`src/rtl/dnoc_itf_core_wr_mb.sv`:
```
`default_nettype none
// ---------------------------------------------------------------------------
// dnoc_itf_core_wr_mb : core output stream -> local L2 (multi-buffer, strided)
//                       or -> NoC as a single burst.
// Revision: 1.0
// ---------------------------------------------------------------------------
module dnoc_itf_core_wr_mb #(
  parameter int DW        = 256,
  parameter int AW        = 13,
  parameter int LW        = 13,
  parameter int NBUF      = 4,
  parameter int MAX_OUTST = 8,
  parameter int FW        = 11,
  localparam int BW       = $clog2(NBUF)
) (
  input  logic               clk,
  input  logic               rst_n,
  input  logic               cmd_req,
  output logic               cmd_gnt,
  input  logic [NBUF*AW-1:0] cfg_base_addr,
  input  logic [NBUF*LW-1:0] cfg_len,
  input  logic [AW-1:0]      cfg_stride,
  input  logic [BW-1:0]      cfg_buf_last,
  input  logic [FW-1:0]      cfg_fill_last,
  input  logic               cfg_local,
  input  logic [NBUF-1:0]    buf_busy,
  output logic [NBUF-1:0]    buf_wr_done,
  output logic               transaction_done,
  output logic               err_unexp_resp,
  input  logic [DW-1:0]      core_out_data,
  input  logic               core_out_valid,
  output logic               core_out_ready,
  output logic               noc_out_req,
  input  logic               noc_out_gnt,
  output logic [DW-1:0]      noc_out_data,
  output logic               noc_out_valid,
  output logic               noc_out_last,
  input  logic               noc_out_ready,
  input  logic               noc_in_wr_response,
  output logic               l2_wr_req,
  input  logic               l2_wr_gnt,
  output logic [AW-1:0]      l2_wr_addr,
  output logic [DW-1:0]      l2_wr_data,
  input  logic               l2_wr_resp
);

  localparam int            OW          = $clog2(MAX_OUTST + 1);
  localparam logic [OW-1:0] C_MAX_OUTST = OW'(MAX_OUTST);

  typedef enum logic [2:0] {
    S_IDLE, S_NOC_REQ, S_NOC_WR, S_NOC_RESP, S_BUF_WAIT, S_BUF_WR, S_BUF_DRAIN
  } state_t;

  state_t        r_state;
  logic [BW-1:0] r_buf_idx;
  logic [FW-1:0] r_fill_cnt;
  logic [LW:0]   r_req_cnt;
  logic [LW:0]   r_resp_cnt;
  logic [LW-1:0] r_beat_cnt;
  logic [OW-1:0] r_outst;
  logic [AW-1:0] r_addr;
  logic          r_err;

  logic [LW-1:0] w_len;
  logic [LW:0]   w_len_ext;
  logic [LW:0]   w_len_p1;
  logic [LW:0]   w_resp_next;
  logic [AW-1:0] w_base;
  logic          w_acc;
  logic          w_resp_ok;
  logic          w_resp_cnt;
  logic          w_allow;
  logic          w_buf_gnt;
  logic          w_drain_done;
  logic          w_last_fill;
  logic          w_noc_beat;

  assign w_len       = cfg_len[r_buf_idx*LW +: LW];
  assign w_base      = cfg_base_addr[r_buf_idx*AW +: AW];
  assign w_len_ext   = {1'b0, w_len};
  assign w_len_p1    = w_len_ext + (LW+1)'(1);
  assign w_acc       = l2_wr_req & l2_wr_gnt;
  // Responses with nothing outstanding are not counted anywhere; they only flag an error.
  assign w_resp_ok   = l2_wr_resp & (r_outst != '0);
  assign w_resp_cnt  = w_resp_ok & ((r_state == S_BUF_WR) | (r_state == S_BUF_DRAIN));
  assign w_resp_next = r_resp_cnt + {{LW{1'b0}}, w_resp_cnt};
  assign w_allow     = (r_req_cnt <= w_len_ext) & (r_outst < C_MAX_OUTST);
  assign w_buf_gnt   = (r_state == S_BUF_WAIT) & cmd_req & ~buf_busy[r_buf_idx];
  assign w_drain_done = (r_state == S_BUF_DRAIN) & (w_resp_next >= w_len_p1);
  assign w_last_fill = (r_fill_cnt == cfg_fill_last);
  assign w_noc_beat  = (r_state == S_NOC_WR) & core_out_valid & noc_out_ready;

  assign cmd_gnt          = ((r_state == S_NOC_REQ) & noc_out_gnt) | w_buf_gnt;
  assign noc_out_req      = (r_state == S_NOC_REQ);
  assign noc_out_valid    = (r_state == S_NOC_WR) & core_out_valid;
  assign noc_out_last     = noc_out_valid & (r_beat_cnt == cfg_len[LW-1:0]);
  assign noc_out_data     = core_out_data;
  assign l2_wr_data       = core_out_data;
  assign l2_wr_req        = (r_state == S_BUF_WR) & core_out_valid & w_allow;
  assign core_out_ready   = (r_state == S_NOC_WR) ? noc_out_ready : w_acc;
  assign l2_wr_addr       = r_addr;
  assign err_unexp_resp   = r_err;
  assign buf_wr_done      = w_drain_done ? (NBUF'(1) << r_buf_idx) : '0;
  assign transaction_done = ((r_state == S_NOC_RESP) & noc_in_wr_response) |
                            (w_drain_done & w_last_fill);

  always_ff @(posedge clk or negedge rst_n) begin
    if (!rst_n) begin
      r_state    <= S_IDLE;
      r_buf_idx  <= '0;
      r_fill_cnt <= '0;
      r_req_cnt  <= '0;
      r_resp_cnt <= '0;
      r_beat_cnt <= '0;
      r_outst    <= '0;
      r_addr     <= '0;
      r_err      <= 1'b0;
    end else begin
      if (w_acc & ~w_resp_ok) begin
        r_outst <= r_outst + OW'(1);
      end else if (~w_acc & w_resp_ok) begin
        r_outst <= r_outst - OW'(1);
      end
      if (w_resp_cnt) begin
        r_resp_cnt <= w_resp_next;
      end

      case (r_state)
        S_IDLE: begin
          if (cmd_req) begin
            if (cfg_local) begin
              r_state    <= S_BUF_WAIT;
              r_buf_idx  <= '0;
              r_fill_cnt <= '0;
              r_err      <= 1'b0;
            end else begin
              r_state <= S_NOC_REQ;
            end
          end
        end
        S_NOC_REQ: begin
          if (noc_out_gnt) begin
            r_state    <= S_NOC_WR;
            r_beat_cnt <= '0;
          end
        end
        S_NOC_WR: begin
          if (w_noc_beat) begin
            if (r_beat_cnt == cfg_len[LW-1:0]) begin
              r_state <= S_NOC_RESP;
            end else begin
              r_beat_cnt <= r_beat_cnt + LW'(1);
            end
          end
        end
        S_NOC_RESP: begin
          if (noc_in_wr_response) begin
            r_state <= S_IDLE;
          end
        end
        S_BUF_WAIT: begin
          if (w_buf_gnt) begin
            r_state    <= S_BUF_WR;
            r_req_cnt  <= '0;
            r_resp_cnt <= '0;
            r_addr     <= w_base;
          end
        end
        S_BUF_WR: begin
          if (w_acc) begin
            r_addr    <= r_addr + cfg_stride;
            r_req_cnt <= r_req_cnt + (LW+1)'(1);
            if (r_req_cnt == w_len_ext) begin
              r_state <= S_BUF_DRAIN;
            end
          end
        end
        S_BUF_DRAIN: begin
          if (w_drain_done) begin
            r_buf_idx <= (r_buf_idx == cfg_buf_last) ? '0 : r_buf_idx + BW'(1);
            if (w_last_fill) begin
              r_state <= S_IDLE;
            end else begin
              r_fill_cnt <= r_fill_cnt + FW'(1);
              r_state    <= S_BUF_WAIT;
            end
          end
        end
        default: r_state <= S_IDLE;
      endcase

      // Placed last so a spurious response wins over the clear on a new local command.
      if (l2_wr_resp & (r_outst == '0)) begin
        r_err <= 1'b1;
      end
    end
  end

endmodule
`default_nettype wire

```
`config.mk`:
```
export PLATFORM = sky130hd
export DESIGN_NAME = dnoc_itf_core_wr_mb
export DESIGN_NICKNAME = d
export VERILOG_FILES = /design/src/rtl/dnoc_itf_core_wr_mb.sv
export SDC_FILE = /design/constraint.sdc
export NUM_CORES = 1
export LEC_CHECK = 0
export CAP_MARGIN = 25
export CORE_AREA = 2 2 360 362
export DETAILED_ROUTE_END_ITERATION = 8
export DIE_AREA = 0 0 362 364
export PLACE_DENSITY = 0.3
export SLEW_MARGIN = 20
export SYNTH_ARGS = -nofsm -noshare
export SYNTH_HDL_FRONTEND = slang
export SYNTH_SLANG_ARGS = --single-unit
```
`constraint.sdc`:
```
create_clock -name clk -period 6.5 [get_ports clk]
set_input_delay 0.65 -clock clk [delete_from_list [all_inputs] [get_ports clk]]
set_output_delay 0.65 -clock clk [all_outputs]
set_load 0.02 [all_outputs]
```
Word level (Yosys, flattened, before mapping):

Cells that the tools add are included.

* ROM bits: 0
* bits in latches: 0
* input port bits: 400
* bits in registers: 75
* logic and storage cells: 133
* output and inout bits: 537
* RAM bits: 0
* memories kept: 0

* multiply operators: 1
* add/subtract/negate cells: 9
* bitwise operators: 24
* reductions and logical operators: 16
* equal/unequal tests: 22
* mux-type cells: 45
* div/mod/pow operators: 0
* shift operators: 3
* magnitude comparators: 4

Operator list (number)
* 52-bit by 7-bit variable part select with 13-bit output: 2
* 14-bit two-way mux: 5
* 13-bit two-way mux: 5
* 13-bit case mux with 2 select lines: 2
* 11-bit two-way mux: 4
* 3-bit two-way mux: 11
* 14-bit case mux with 2 select lines: 1
* 11-bit case mux with 2 select lines: 1
* 3-bit case mux with 7 select lines: 1
* 1-bit AND: 18
* 2-bit inequality test (second input constant): 9
* 13-bit by 1-bit adder with 14-bit output (second input constant): 1
* 14-bit by 1-bit adder with 14-bit output: 1
* 14-bit by 1-bit adder with 14-bit output (second input constant): 1
* 14-bit by 13-bit == test with 1-bit output: 1
* 14-bit >= comparator: 1
* 14-bit by 13-bit less-or-equal comparator with 1-bit output: 1
* 2-bit nonzero test: 7
* 13-bit by 1-bit adder with 13-bit output (second input constant): 1
* 13-bit adder: 1
* 13-bit == test: 1
* 4-bit two-way mux: 3
* 11-bit by 1-bit adder with 11-bit output (second input constant): 1
* 11-bit == test: 1
* 25 further kinds: 44

Depth between registers and ports, before layout:

* word-level depth: 10
* gate-level depth with buffers: 21

Worst setup path after synthesis:

No wires, ideal clock.

* path type: reg-to-reg
* from: reg r_buf_idx[0]
* to: reg r_outst[3]
* library setup time: 0.125 ns
* arrival: 4.435 ns
* period minus slack after synthesis: 4.561 ns
* required time: 6.375 ns
* setup slack: 1.939 ns
* buffers on the path: 4
* cell stages (with the launch flop): 22
* cell sequence: dfrtp_1 > clkbuf_2 > buf_4 > buf_1 > mux4_2 > inv_1 > ha_1 > nand4_1 > a211oi_1 > or3_1 > a221o_1 > buf_6 > and2_0 > inv_1 > ha_1 > inv_1 > ha_1 > a21o_1 > a21oi_1 > xnor2_1 > nor2_1 > xor2_1

* cells in the longest elaborated chain, start to end: 9

Ends and longest elaborated chain
* start, declared: RTL line 55 `logic [BW-1:0] r_buf_idx;`
* start signal, assigned: RTL line 180 `r_buf_idx <= (r_buf_idx == cfg_buf_last) ? '0 : r_buf_idx + BW'(1);`
* 2-bit by 4-bit multiplier with 6-bit output (*): RTL line 78 `assign w_len = cfg_len[r_buf_idx*LW +: LW];`
* 52-bit by 7-bit variable part select with 13-bit output (*): RTL line 78
* 14-bit by 13-bit less-or-equal comparator with 1-bit output (*): RTL line 87 `assign w_allow = (r_req_cnt <= w_len_ext) & (r_outst < C_MAX_OUTST);`
* 1-bit AND (*): RTL line 87
* 1-bit AND (*): RTL line 99 `assign l2_wr_req = (r_state == S_BUF_WR) & core_out_valid & w_allow;`
* 1-bit AND (*): RTL line 82 `assign w_acc = l2_wr_req & l2_wr_gnt;`
* 1-bit inverter: RTL line 121 `end else if (~w_acc & w_resp_ok) begin`
* 1-bit AND: RTL line 121
* 2-bit nonzero test (no source line)
* end signal, assigned: RTL line 120 `r_outst <= r_outst + OW'(1);`
* end signal, assigned: RTL line 122 `r_outst <= r_outst - OW'(1);`
* end, declared: RTL line 60 `logic [OW-1:0] r_outst;`

Every way passes the cells marked *; elsewhere a longest branch is shown, timed or not.
A chain may end at the register's enable or synchronous reset.

Worst setup path in the final report:

* from: reg r_state[1]
* to: out buf_wr_done[1]

* cells in the longest elaborated chain, start to end: 7

Ends and longest elaborated chain
* start, declared: RTL line 54 `state_t r_state;`
* start signal, assigned: RTL line 109 `r_state <= S_IDLE;`
* start signal, assigned: RTL line 132 `r_state <= S_BUF_WAIT;`
* start signal, assigned: RTL line 137 `r_state <= S_NOC_REQ;`
* 3-bit == test, on equally long branches: RTL line 85, 89
* 1-bit OR: RTL line 85 `assign w_resp_cnt = w_resp_ok & ((r_state == S_BUF_WR) | (r_state == S_BUF_DRAIN));`
* 1-bit AND: RTL line 85
* 14-bit by 1-bit adder with 14-bit output: RTL line 86 `assign w_resp_next = r_resp_cnt + {{LW{1'b0}}, w_resp_cnt};`
* 14-bit >= comparator: RTL line 89 `assign w_drain_done = (r_state == S_BUF_DRAIN) & (w_resp_next >= w_len_p1);`
* 1-bit AND (*): RTL line 89
* 4-bit two-way mux (*): RTL line 103 `assign buf_wr_done = w_drain_done ? (NBUF'(1) << r_buf_idx) : '0;`
* end, declared: RTL line 27 `output logic [NBUF-1:0] buf_wr_done,`

Marked as above.

==> metrics <==
Clk network pwr share between 20% and 30%; top cells by instance count after synthesis 514 x buf_4, 92 x nand2_1, 75 x dfrtp_1, 52 x ha_1, 44 x inv_1; post-synthesis xor/xnor area fraction 5.61%; TNS Setup 0 ns; maxcap violations 0; RD Place Congestion 0.745; vias in the first global route around 7500; multi-input logic area ~0.0047 mm2; vias post-DR 7317; most common cell in the synthesized netlist buf_4; final core occ 8.59%; CP startpoint kind register; Async SR Flop Fraction 100%; initial antenna violation count 10; post-synth top area share about 36%; fmax 169 MHz; die footprint 0.132 mm2; Final Setup Violations 0; Sw Pwr about 1.1 mW; WL/cell between 20 and 25 um; H-tree depth 3; Detailed Routing Iterations Pass 1 4; Mapped Avg Cell Area 8.39 um2; Critical Path AT approximately 5.3 ns; worst slack, placed 0.635 ns; Final ANT Viol Nets 0; RSZ-0062 raised after global routing no; Clk pin slew, worst setup/hold paths 0.08 ns; Synth area leader buf_4; Final Net Count roughly 1400; chip width about 360 um; largest net degree at the start of global routing 46; Total GRT Usage 8.12%; DRT iter0 DRCs 496; DRT Wirelength 55.7 mm; sinks on the clock net 75; Post-DP Area between 0.01 and 0.015 mm2; Syn Std Cell Area 0.0108 mm2; clk_lat worst skew 0.38 ns; relative slew slack 32.8%; pwr/cell area 228 mW/mm2; number of synthesized register bits between 70 and 80; cts repair resizes 0; CP Max Fanout 11; Sw Share 43.4%; Unique masters post-synth 68; DRC 0; Pleak just under 4 nW; clk buf depth 2; fillers ~15000; outcome complete, no violations; clk root buf clkbuf_16; register area 0.00188 mm2; IO Port Bufs 168; crit path capture type output port; Num CTS Buffers 9; worst min path class in -> async; first-pass GRT wire length a little over 70 mm; final worst slack 0.587 ns; Max IR drop VDD 0.124 mV; Post-Synth Simple-Gate Area 13.1%; endpoints failing hold 0; Setup Crit Path Kind reg -> out; worst path required time roughly 5.9 ns; sequential area share after synthesis 17.4%; Core Area between 0.1 and 0.15 mm2; area grow syn2layout 2.31%; Final Max Tran Viols 0; Gate Count Post-Synth between 1000 and 1500; Synth Area in Compound Gates 9.49%; Comb power frac between 40% and 50%; Slew @ Worst Pin 1.00 ns; initial cell density of the core 8.40%; Reg power frac 26.9%; Core Rows 132; DPL Wire Length 48.1 mm; top cells by area, synth buf_4 36%, dfrtp_1 17%, ha_1 6.0%; post-synth net total 1738; P_int 1.43 mW; grt total ovfl 0; number of flops mapped to enable cells by yosys 0; Final Skew ~0.014 ns; DIE HEIGHT 364 um; Synth Flop Type dfrtp_1; Non-Filler Cell Area, Final between 0.01 and 0.015 mm2; # hold bufs at CTS 0; post-CTS setup repair buffer count 0; TritonCTS clock tree built; share of layout cells above drive strength 1 9.38%; I/O pin total 937; largest family of logic cells by synthesized area buffers and inverters; min Tclk post-route 5.91 ns; Hold WS 0.214 ns; routed vias/inst 2.80; post-synthesis adder-cell area fraction 6.41%; mux cell area share after synthesis about a tenth; final worst-path cycle share 91.0%; Yosys Warn Count 0
==> layout by cell type (no fill, tap or decap), types with 6 or more instances in the layout <==
master	Yosys	routed
a2111o_1	9	9
a21oi_1	41	41
and2_1	8	8
and3_1	7	7
buf_4	514	14
clkbuf_16	0	9
clkdlybuf4s50_1	0	167
dfrtp_1	75	73
ha_1	52	52
inv_1	44	44
mux2_2	11	11
mux2i_1	27	27
mux4_2	27	27
nand2_1	92	91
nand2b_1	23	23
nand3_1	41	41
nand4_1	19	19
nor2_1	33	33
nor3_1	19	18
nor4_1	6	6
o211ai_1	6	6
o21a_1	8	8
o21ai_0	27	27
o21ai_1	6	6
or3_1	11	11
xnor2_1	41	41
xor2_1	28	28
==> per-layer routing <==
metal / part of all wire (%) / up-vias / GRT usage [%] / wire [um]
met5: 0.31 / - / 1.02 / 174
met4: 4.6 / 10 / 4.02 / 2590
met3: 18 / 170 / 6.30 / 9970
met2: 42 / 645 / 12.0 / 23600
met1: 35 / 3358 / 8.19 / 19300
li1: - / 3134 / - / -
==> metrics by stage <==
stage | power (mW) | std cells
after global placement | 1.93 | 2595
after detailed placement | 1.94 | 2596
after global routing | 2.73 | 2613
final | 2.52 | 2614
after floorplan | 1.84 | 1284
after CTS | 2.60 | 2612
==> power groups by stage <==
stage	clock network, mW	logic [mW]	registers [mW]
final	0.612	1.23	0.677
after CTS	0.656	1.26	0.681
after floorplan	0	1.16	0.679
after global placement	0	1.25	0.687
after detailed placement	0	1.25	0.689
after global routing	0.664	1.36	0.698
==> path summary, 6_finish.rpt <==
path	startpoint	cells after the start	to	slack (ns)
min	rst_n	1	r_beat_cnt[12]$_DFFE_PN0P_	0.21
max reg2reg	r_buf_idx[0]$_DFFE_PN0P_	18	r_outst[3]$_DFFE_PN0P_	1.20
min in group clk	r_outst[2]$_DFFE_PN0P_	2	r_outst[2]$_DFFE_PN0P_	0.54
min reg2reg	r_outst[2]$_DFFE_PN0P_	2	r_outst[2]$_DFFE_PN0P_	0.54
max in group asynchronous	rst_n	2	l2_wr_addr[2]$_DFFE_PN0P_	5.12
max	r_state[1]$_DFFE_PN0P_	17	buf_wr_done[1]	0.59
==> critical path, cell delays in order, from the launching register on <==
cell and delay, ns:
dfrtp_1 0.50, nor2b_1 0.23, nand2_1 0.23, a21o_1 0.34, clkinv_1 0.21, ha_1 0.22
nand4_1 0.21, nor3_2 0.32, and3_1 0.28, nand3_1 0.12, xnor2_1 0.15, ha_1 0.31
a211oi_1 0.10, a31o_2 0.26, a211oi_1 0.31, buf_4 0.22, and2_1 0.21, clkdlybuf4s50_1 0.63
==> layout make-up <==
type / instances / area share, %
Inverter: 45 / 1.53
Multi-Input combinational cell: 619 / 43.0
Clock inverter: 6 / 0.874
Sequential cell: 75 / 17.0
Tap cell: 1675 / 19.0
Antenna cell: 1 / 0.0227
Timing Repair Buffer: 183 / 16.4
Clock buffer: 10 / 2.08
==> sequential cells by signal, summed over array words and instances (netlist names) <==
name	flops
r_req_cnt	14
r_resp_cnt	14
l2_wr_addr	13
r_beat_cnt	13
r_fill_cnt	11
r_outst	4
r_state	3
r_buf_idx	2
err_unexp_resp	1
==> kinds of logic after synthesis <==
logic type,Yosys count
muxes,65
AOI/OAI and AO/OA,149
buffers and inverters,590
xor gates and xnor gates,69
DFF,75
adders and majority gates,54
and+or+nand+nor,282
Power figures use the tool's default switching activity.
